<file path="config.mk">
export PLATFORM = sky130hd
export DESIGN_NAME = bus_display_capture
export DESIGN_NICKNAME = d
export VERILOG_FILES = /design/src/rtl/bus_display_capture.sv
export SDC_FILE = /design/constraint.sdc
export NUM_CORES = 1
export LEC_CHECK = 0
export BUFFER_PORTS_ARGS = -buffer_cell sky130_fd_sc_hd__buf_4
export CORE_AREA = 2 2 152 154
export DETAILED_ROUTE_END_ITERATION = 10
export DIE_AREA = 0 0 154 156
export MAX_ROUTING_LAYER = met4
export SYNTH_ARGS = -nofsm -noshare
export SYNTH_HDL_FRONTEND = slang
export SYNTH_SLANG_ARGS = --single-unit
</file>
<file path="constraint.sdc">
create_clock -name CLK -period 8.3 [get_ports CLK]
set_input_delay 0.83 -clock CLK [delete_from_list [all_inputs] [get_ports CLK]]
set_output_delay 0.83 -clock CLK [all_outputs]
set_load 0.1 [all_outputs]
</file>
<file path="src/rtl/bus_display_capture.sv">
// Bus-monitor stage feeding the seven-segment decoder.
// Snoops core/RAM bus traffic, captures completed transactions and busy
// statistics, debounces a mode push-button and registers a stable
// 32-bit display word selected by the current mode.
module bus_display_capture #(
  parameter logic [31:0] DISPLAY_ADDR    = 32'h0000_FFF0,
  parameter int unsigned DEBOUNCE_CYCLES = 500000,
  parameter int unsigned CNT_W           = 16
) (
  input  logic             CLK,
  input  logic             RST,
  input  logic [31:0]      addr,
  input  logic [31:0]      wdata,
  input  logic [31:0]      rdata,
  input  logic             ren,
  input  logic             wen,
  input  logic             busy,
  input  logic             halt,
  input  logic             key_n,
  output logic [1:0]       mode,
  output logic [31:0]      display_word,
  output logic [CNT_W-1:0] txn_count,
  output logic [CNT_W-1:0] busy_max
);

  localparam int unsigned DB_W = $clog2(DEBOUNCE_CYCLES);
  localparam logic [DB_W-1:0] DB_LAST = DB_W'(DEBOUNCE_CYCLES - 1);

  // Capture registers
  logic [31:0]      disp_reg;
  logic [31:0]      last_rdata;
  logic [31:0]      last_addr;
  logic [CNT_W-1:0] busy_run;

  // Key path
  logic            key_meta;
  logic            key_sync;
  logic            key_stable;
  logic [DB_W-1:0] db_cnt;

  // Derived per-cycle events
  logic             req;
  logic             done;
  logic             busy_hit;
  logic             key_accept;
  logic             press_accept;
  logic [CNT_W-1:0] txn_inc;
  logic [CNT_W-1:0] run_inc;
  logic [31:0]      stats_word;

  // Completion / busy events and saturating next values
  always_comb begin
    req          = ren | wen;
    done         = req && !busy && !halt;
    busy_hit     = req && busy && !halt;
    txn_inc      = (txn_count == '1) ? txn_count : txn_count + CNT_W'(1);
    run_inc      = (busy_run == '1) ? busy_run : busy_run + CNT_W'(1);
    key_accept   = (key_sync != key_stable) && (db_cnt == DB_LAST);
    press_accept = key_accept && !key_sync;
    stats_word   = {16'(txn_count), 16'(busy_max)};
  end

  // Transaction capture; a simultaneous read+write is treated as a write
  always_ff @(posedge CLK) begin
    if (RST) begin
      disp_reg   <= '0;
      last_rdata <= '0;
      last_addr  <= '0;
      txn_count  <= '0;
    end else if (done) begin
      last_addr <= addr;
      txn_count <= txn_inc;
      if (wen) begin
        if (addr == DISPLAY_ADDR) begin
          disp_reg <= wdata;
        end
      end else begin
        last_rdata <= rdata;
      end
    end
  end

  // Busy-run length and its running maximum, frozen while halted
  always_ff @(posedge CLK) begin
    if (RST) begin
      busy_run <= '0;
      busy_max <= '0;
    end else if (!halt) begin
      if (busy_hit) begin
        busy_run <= run_inc;
        if (run_inc > busy_max) begin
          busy_max <= run_inc;
        end
      end else begin
        busy_run <= '0;
      end
    end
  end

  // Two-flop synchronizer for the asynchronous push-button
  always_ff @(posedge CLK) begin
    if (RST) begin
      key_meta <= 1'b1;
      key_sync <= 1'b1;
    end else begin
      key_meta <= key_n;
      key_sync <= key_meta;
    end
  end

  // Debounce: accept a new level only after it has held for DEBOUNCE_CYCLES
  always_ff @(posedge CLK) begin
    if (RST) begin
      key_stable <= 1'b1;
      db_cnt     <= '0;
    end else if (key_sync == key_stable) begin
      db_cnt <= '0;
    end else if (key_accept) begin
      key_stable <= key_sync;
      db_cnt     <= '0;
    end else begin
      db_cnt <= db_cnt + DB_W'(1);
    end
  end

  // Mode advances once per accepted press; releases are ignored
  always_ff @(posedge CLK) begin
    if (RST) begin
      mode <= 2'd0;
    end else if (press_accept) begin
      mode <= mode + 2'd1;
    end
  end

  // Registered display mux so the decoder never sees live bus data
  always_ff @(posedge CLK) begin
    if (RST) begin
      display_word <= '0;
    end else begin
      case (mode)
        2'd0:    display_word <= disp_reg;
        2'd1:    display_word <= last_rdata;
        2'd2:    display_word <= last_addr;
        default: display_word <= stats_word;
      endcase
    end
  end

endmodule
</file>
Word level (Yosys, flattened, before mapping)
Index checks and enable logic that the tools add are counted.
{ "op_classes": {"addsub": 4, "n_lt_le_gt_ge": 1, "n_eq_ne": 8, "n_mux": 3, "bitwise_logic": 5, "reduce_logical": 16} }
{ "ops": {"columns": ["op", "count"], "rows": [
  ["case mux 32 bit (3 select lines)", 1],
  ["adder 16 x 1 -> 16 bit, second input constant", 2],
  ["equality test 16 bit, second input constant", 2],
  ["equality test 32 x 16 -> 1 bit, second input constant", 1],
  ["2-to-1 mux 16 bit", 2],
  ["adder 19 x 1 -> 19 bit, second input constant", 1],
  ["equality test 19 bit, second input constant", 1],
  ["> comparator 16 bit", 1],
  ["logical AND 1 bit", 6],
  ["AND reduction 2 bit", 3],
  ["AND reduction 3 bit", 2],
  ["inverter 1 bit", 4],
  ["zero test 1 bit", 3],
  ["OR reduction 3 bit", 1],
  ["adder 2 x 1 -> 2 bit, second input constant", 1],
  ["equality test 2 x 1 -> 1 bit, second input constant", 1],
  ["equality test 2 bit, second input constant", 1],
  ["zero test 2 bit", 1],
  ["equality test 1 bit", 1],
  ["!= test 1 bit", 1],
  ["bitwise OR 1 bit", 1]
]} }
{ "totals": {"register_bits": 200, "inputBits": 103, "out_inout_bits": 66, "word_cells": 49} }

Logic depth before layout (Yosys ltp)
Gate-level depths: netlist of run 1.
{ "depth": {"ltp_word": 4, "depth_mapped": 13} }

Worst setup path before layout of run 1
No wires, ideal clock.
{ "synth_path": {"kind": "register to register", "startpoint": "register busy_run[0]", "endpoint": "register busy_max[10]", "t_arrival_ns": 3.603, "required_time_ns": 8.228, "setup_slack_ns": 4.625, "path_stages_with_launch": 14, "path_buffers": 2, "period_less_slack_ns": 3.675, "path_cell_list": "dfxtp_1 ha_1 nand3_1 or4_1 buf_2 and4_1 or2_2 ha_1 nand2_1 or4_1 a21o_1 a31oi_4 buf_4 mux2i_1"} }
{ "synth_between": {"elab_chain_cells": 4, "elab_cells_between_ends": 5} }
{ "synth_lines": {"columns": ["item", "line", "text"], "rows": [
  ["from (decl)", "33", "logic [CNT_W-1:0] busy_run;"],
  ["from (signal assigned)", "90", "busy_run <= run_inc;"],
  ["adder 16 x 1 -> 16 bit or equality test 16 bit (tied branches)", "57", "run_inc = (busy_run == '1) ? busy_run : busy_run + CNT_W'(1);"],
  ["2-to-1 mux 16 bit (*)", "57", null],
  ["named net run_inc[7]", "48", "logic [CNT_W-1:0] run_inc;"],
  ["> comparator 16 bit (*)", "91", "if (run_inc > busy_max) begin"],
  ["AND reduction 3 bit (no line) (*)", null, null],
  ["to (signal assigned)", "92", "busy_max <= run_inc;"],
  ["to (decl)", "23", "output logic [CNT_W-1:0] busy_max"]
]} }
Mark *: on every way through the listed nets, which the timed path passes. The rest lies on a longest branch.
A chain may end at the register's enable or synchronous reset.

Final worst setup path of run 1
{ "layout_path": {"startpoint": "register busy_run[0]", "endpoint": "register busy_max[0]"} }
The elaborated chain is that of the path after synthesis.

==> impl_metrics.ini, run 1 <==
[outcome]
result_of_the_run = completed

[floorplanning]
core_area_um2 = 22370
row_count = 55
die_h_um = 156
io_pins = 169
die_x_um = 154
floorplan.die_area_um2 = 24020
start_util = 0.3935

[global_routing]
grt_start_max_net_pins = 93
grt_pass1_wl_um = 39490
grt_overflow_total = 0
total_global_route_track_usage = 0.2143
first_global_vias = 7219
antenna_found_initial = 0

[placement]
hpwl_um = 17500
finalWeightedCongestion = 0.8388
port_buffers = 168
place_inst = 1447
postPlaceCellArea_um2 = 10190
preCtsSetupSlack_ps = 3830

[clocking]
postCtsHoldBufs = 0
clock_tree.htree_level_count = 4
insertion_delay_ps = 440
cts_repair_resize_count = 0
tritoncts = yes
numClockSinks = 200
cts_setup_buffers = 0
clock_tree.buffer_depth = 2
ctsRootBufferMaster = sky130_fd_sc_hd__clkbuf_16
path_clk_slew_ps = 80
numCtsBuffers = 17

[power]
vdd_ir_drop_max_v = 0.0001261
finalPower_mw = 1.955
power_per_cell_area_nw_per_um2 = 181.2
p_leak_nw = 4.364

[timing]
max_freq_mhz = 221.7
setup_tns_ps = 0
report.final.slew_viol_count = 0
setup_ws_ps = 3790
fin_crit_ps = 4510
final-setup-viol-count = 0
slew_margin_rel = 0.2484
grt_setup_unrepaired = false
worstMarginPinSlew_ps = 1127
final_hold_viol_count = 0
final.period_utilization = 0.5434
fin_skew_ps = 8.704

[logic_synthesis]
synth_async_sr_flop_share = 0
synth.yosys.warnings = 0
synth_enable_flop_cells = 0
post_synthesis_instance_area_um2 = 8800
yosysUniqueCellTypes = 54
per_instance_average_area_after_synthesis_um2 = 8.365
synth_sequential_area_ratio = 0.4550
synth.net_count = 1178
postSynthCellCount = 1052
synth_ff_type = sky130_fd_sc_hd__dfxtp_1
synth.top_cells.by_area = sky130_fd_sc_hd__dfxtp_1, sky130_fd_sc_hd__nand2_1, sky130_fd_sc_hd__a21oi_1
synthDominantCellAreaShare = 0.4550
synth.largest_area_cell = sky130_fd_sc_hd__dfxtp_1
ys_ff_latch = 200

[finish]
area_delta_synth_final_pct = 22.64
antenna-diode-count = 0
area.sequential_um2 = 4004
multi_input_area_um2 = 4392
num-fill-cells = 2171
layout.cells.non_filler = 1479
final_layout_size_suffix_gt1_frac = 0.1968
fin_area_um2 = 10790
finalNetCount = 1307

[drt]
drc = 0
routed_wire_length_per_instance_um = 17.28
num_vias = 7873
detailedRoute.firstPassIterationCount = 6
ant_nets = 0
vias_per_cell = 5.323
detailedRoute.firstIterationViolations = 747
routed_wirelength_um = 25550

[worst_setup_path]
critPathMaxFanout = 16
worstRegToRegCells = 11
timing.critical_path.required_ps = 8620
startpoint = busy_run[0]
worstPathArrival_ps = 4830
regToRegSetupSlack_ps = 3790
worst_setup_path_endpoint = busy_max[0]
regToRegStartpoint = busy_run[0]
worst_setup_path_start_kind = register
crit-reg2reg-capture = busy_max[0]
worst_setup_path_end_kind = register
critical_path_class = reg -> reg

[job]
max_cap_viol_count = 0

[worst_hold_path]
hold_path.class = reg -> reg
==> critical path: stages, from the launching register on <==
cell	delay (ps)
sky130_fd_sc_hd__dfxtp_1	460
sky130_fd_sc_hd__ha_1	350
sky130_fd_sc_hd__nand3_1	150
sky130_fd_sc_hd__or4_1	650
sky130_fd_sc_hd__and4_1	320
sky130_fd_sc_hd__or2_2	270
sky130_fd_sc_hd__ha_1	290
sky130_fd_sc_hd__nand2_1	60
sky130_fd_sc_hd__or4_1	550
sky130_fd_sc_hd__a21o_1	210
sky130_fd_sc_hd__a31oi_4	660
sky130_fd_sc_hd__mux2_2	410
==> routing by layer <==
metal | part of all wire | GRT usage | vias up | wire length (um)
met5 | 0 | - | - | 0
met4 | 0.015 | 0.05474 | 0 | 395
met3 | 0.044 | 0.03333 | 23 | 1131
met2 | 0.45 | 0.3256 | 204 | 11610
met1 | 0.49 | 0.2985 | 3723 | 12420
li1 | - | - | 3923 | -
==> through the flow <==
step                  util  hold slack (ps)
global route        0.4825            458.3
floorplan                -            389.5
CTS                 0.4825            428.7
finish              0.4825            421.5
global placement    0.4556            401.7
detailed placement  0.4556            406.8
==> where the power goes <==
part | switching, mW | total (mW) | internal [mW]
logic | 0.0687 | 0.120 | 0.0509
clock network | 0.394 | 0.856 | 0.461
registers | 0.00824 | 0.980 | 0.972
total | 0.471 | 1.96 | 1.48
==> synthesized netlist by cell type, drive strengths merged, types with 6 or more instances <==
library cell and instances:
dfxtp 200, nand2 176, nor2 151, a21oi 120, clkbuf 50, mux2i 49
a222oi 32, inv 29, ha 23, nand3 23, o21ai 23, buf 17
nand4 17, xnor2 16, nor4 13, or3 11, or2 10, xor2 9
and4 7, mux2 7, nor3 7, or4 7, o31a 6
==> worst min path at each step <==
stage                        start       end  slack [ps]  cells past startpoint
after CTS                 key_meta  key_sync         430                      1
after detailed placement  key_meta  key_sync         410                      1
after global placement    key_meta  key_sync         400                      1
final                     key_meta  key_sync         420                      1
after floorplan           key_meta  key_sync         390                      1
after global routing      key_meta  key_sync         460                      1
==> layout by cell type (no fill, tap or decap), types with 7 or more instances in the layout <==
cell	n
sky130_fd_sc_hd__a222oi_1	32
sky130_fd_sc_hd__inv_1	29
sky130_fd_sc_hd__xnor2_1	16
sky130_fd_sc_hd__or3_1	11
sky130_fd_sc_hd__ha_1	22
sky130_fd_sc_hd__nor2_1	149
sky130_fd_sc_hd__nand2_1	176
sky130_fd_sc_hd__nand4_1	17
sky130_fd_sc_hd__nand3_1	23
sky130_fd_sc_hd__and4_1	7
sky130_fd_sc_hd__buf_4	177
sky130_fd_sc_hd__a21oi_1	120
sky130_fd_sc_hd__o21ai_0	23
sky130_fd_sc_hd__nor4_1	12
sky130_fd_sc_hd__xor2_1	9
sky130_fd_sc_hd__mux2i_1	49
sky130_fd_sc_hd__dfxtp_1	200
sky130_fd_sc_hd__nor3_1	7
sky130_fd_sc_hd__or2_2	10
sky130_fd_sc_hd__clkbuf_16	17
==> final cells by class <==
class	instances	area share
clock buffer	18	0.04070
clock inverter	14	0.01507
inverter	29	0.01009
multi-input combinational	756	0.4070
sequential	200	0.3710
tap	285	0.03304
timing repair buffer	177	0.1231
==> cell families after synthesis <==
family | after synthesis | synth area share
compound gates | 206 | 0.1484
xor+xnor | 25 | 0.02488
fa+ha+maj | 23 | 0.03270
buf+inv | 96 | 0.04664
flops | 200 | 0.4550
mux | 56 | 0.06512
simple gates | 446 | 0.2272
No activity file was read; power rests on OpenSTA's default activity.
==> inputs of run 2 (changes only) <==
==> constraint.sdc (replaced) <==
create_clock -name CLK -period 4.42 [get_ports CLK]
set_input_delay 0.442 -clock CLK [delete_from_list [all_inputs] [get_ports CLK]]
set_output_delay 0.442 -clock CLK [all_outputs]
set_load 0.1 [all_outputs]
==> impl_metrics.ini, run 2 (synthesis gave the netlist of run 1 again) <==
[drt]
detailedRoute.firstPassIterationCount = 9
routed_wirelength_um = 25730
drc = 0
detailedRoute.firstIterationViolations = 740
vias_per_cell = 5.343
num_vias = 7929
ant_nets = 0
routed_wire_length_per_instance_um = 17.33

[worst_setup_path]
worst_setup_path_end_kind = register
critical_path_class = reg -> reg
worst_setup_path_start_kind = register
timing.critical_path.required_ps = 4790
worstPathArrival_ps = 4370
critPathMaxFanout = 10
worstRegToRegCells = 12

[outcome]
result_of_the_run = completed

[floorplanning]
io_pins = 169
floorplan.die_area_um2 = 24020
core_area_um2 = 22370
row_count = 55
start_util = 0.3935
die_h_um = 156
die_x_um = 154

[clocking]
cts_setup_buffers = 0
clock_tree.htree_level_count = 4
tritoncts = yes
ctsRootBufferMaster = sky130_fd_sc_hd__clkbuf_16
numCtsBuffers = 17
insertion_delay_ps = 450
clock_tree.buffer_depth = 2
path_clk_slew_ps = 80
numClockSinks = 200
postCtsHoldBufs = 0
cts_repair_resize_count = 0

[power]
power_per_cell_area_nw_per_um2 = 345.0
vdd_ir_drop_max_v = 0.0002055
finalPower_mw = 3.750
p_leak_nw = 4.407

[timing]
slew_margin_rel = 0.2586
final.period_utilization = 0.9036
fin_worst_hold_slack_ps = 218.6
setup_tns_ps = 0
report.final.slew_viol_count = 0
worstMarginPinSlew_ps = 1112
grt_setup_unrepaired = false
final-setup-viol-count = 0
final_hold_viol_count = 0
fin_crit_ps = 3994
max_freq_mhz = 250.4
fin_skew_ps = 13.96
setup_ws_ps = 426.0

[placement]
port_buffers = 168
preCtsSetupSlack_ps = 465.6
hpwl_um = 17920
postPlaceCellArea_um2 = 10230
finalWeightedCongestion = 0.8596
place_inst = 1452

[finish]
fin_area_um2 = 10870
antenna-diode-count = 0
finalNetCount = 1312
area.sequential_um2 = 4004
leading_cell_types_in_the_layout_fill_and_taps_excluded = sky130_fd_sc_hd__dfxtp_1, sky130_fd_sc_hd__buf_4, sky130_fd_sc_hd__nand2_1
layout.cells.non_filler = 1484
final_layout_size_suffix_gt1_frac = 0.2002
multi_input_area_um2 = 4392
area_delta_synth_final_pct = 23.52
mostFrequentLayoutCell = sky130_fd_sc_hd__dfxtp_1
num-fill-cells = 2164
fin_util = 0.4860

[job]
max_cap_viol_count = 0

[global_routing]
total_global_route_track_usage = 0.2176
grt_start_max_net_pins = 105
antenna_found_initial = 0
grt_overflow_total = 0
grt_pass1_wl_um = 39840
first_global_vias = 7243

[worst_hold_path]
whs_path_depth = 3
hold_path.class = in -> reg
run 2: area by class of cell:
type	instances	share of cell area
inverters	29	0.01001
clock inverters	14	0.01865
flip-flops and latches	200	0.3684
clock buffers	18	0.04041
multi-input cells	756	0.4041
well taps	285	0.03281
repair buffers	182	0.1257
run 2: worst paths after layout:
kind | startpoint | to | slack [ps]
hold / removal | wdata[24] | disp_reg[24] | 220
setup / recovery | busy_run[0] | busy_max[4] | 430
setup reg to reg | busy_run[0] | busy_max[4] | 430
hold reg to reg | key_meta | key_sync | 420
run 2: routing by layer:
metal  track usage  part of all wire  up-vias
met2        0.3376              0.46      220
met3       0.03972             0.053       28
met5             -                 0        -
met1        0.2919              0.47     3746
met4       0.06053             0.018        0
li1              -                 -     3935
run 2: worst max-delay path, cell delays in order (launching register included):
cell                      delay, ps
sky130_fd_sc_hd__dfxtp_1        450
sky130_fd_sc_hd__ha_1           350
sky130_fd_sc_hd__inv_1           60
sky130_fd_sc_hd__or4_1          590
sky130_fd_sc_hd__or3_1          380
sky130_fd_sc_hd__and2_1         160
sky130_fd_sc_hd__ha_1           310
sky130_fd_sc_hd__nand4_1        130
sky130_fd_sc_hd__or4_1          450
sky130_fd_sc_hd__a21o_1         200
sky130_fd_sc_hd__a31oi_4        350
sky130_fd_sc_hd__buf_4          290
sky130_fd_sc_hd__mux2i_1        200
run 2: where the power goes:
part / switching, mW / internal, mW / total, mW
clock network: 0.797 / 0.888 / 1.68
registers: 0.0158 / 1.82 / 1.84
logic: 0.129 / 0.0966 / 0.225
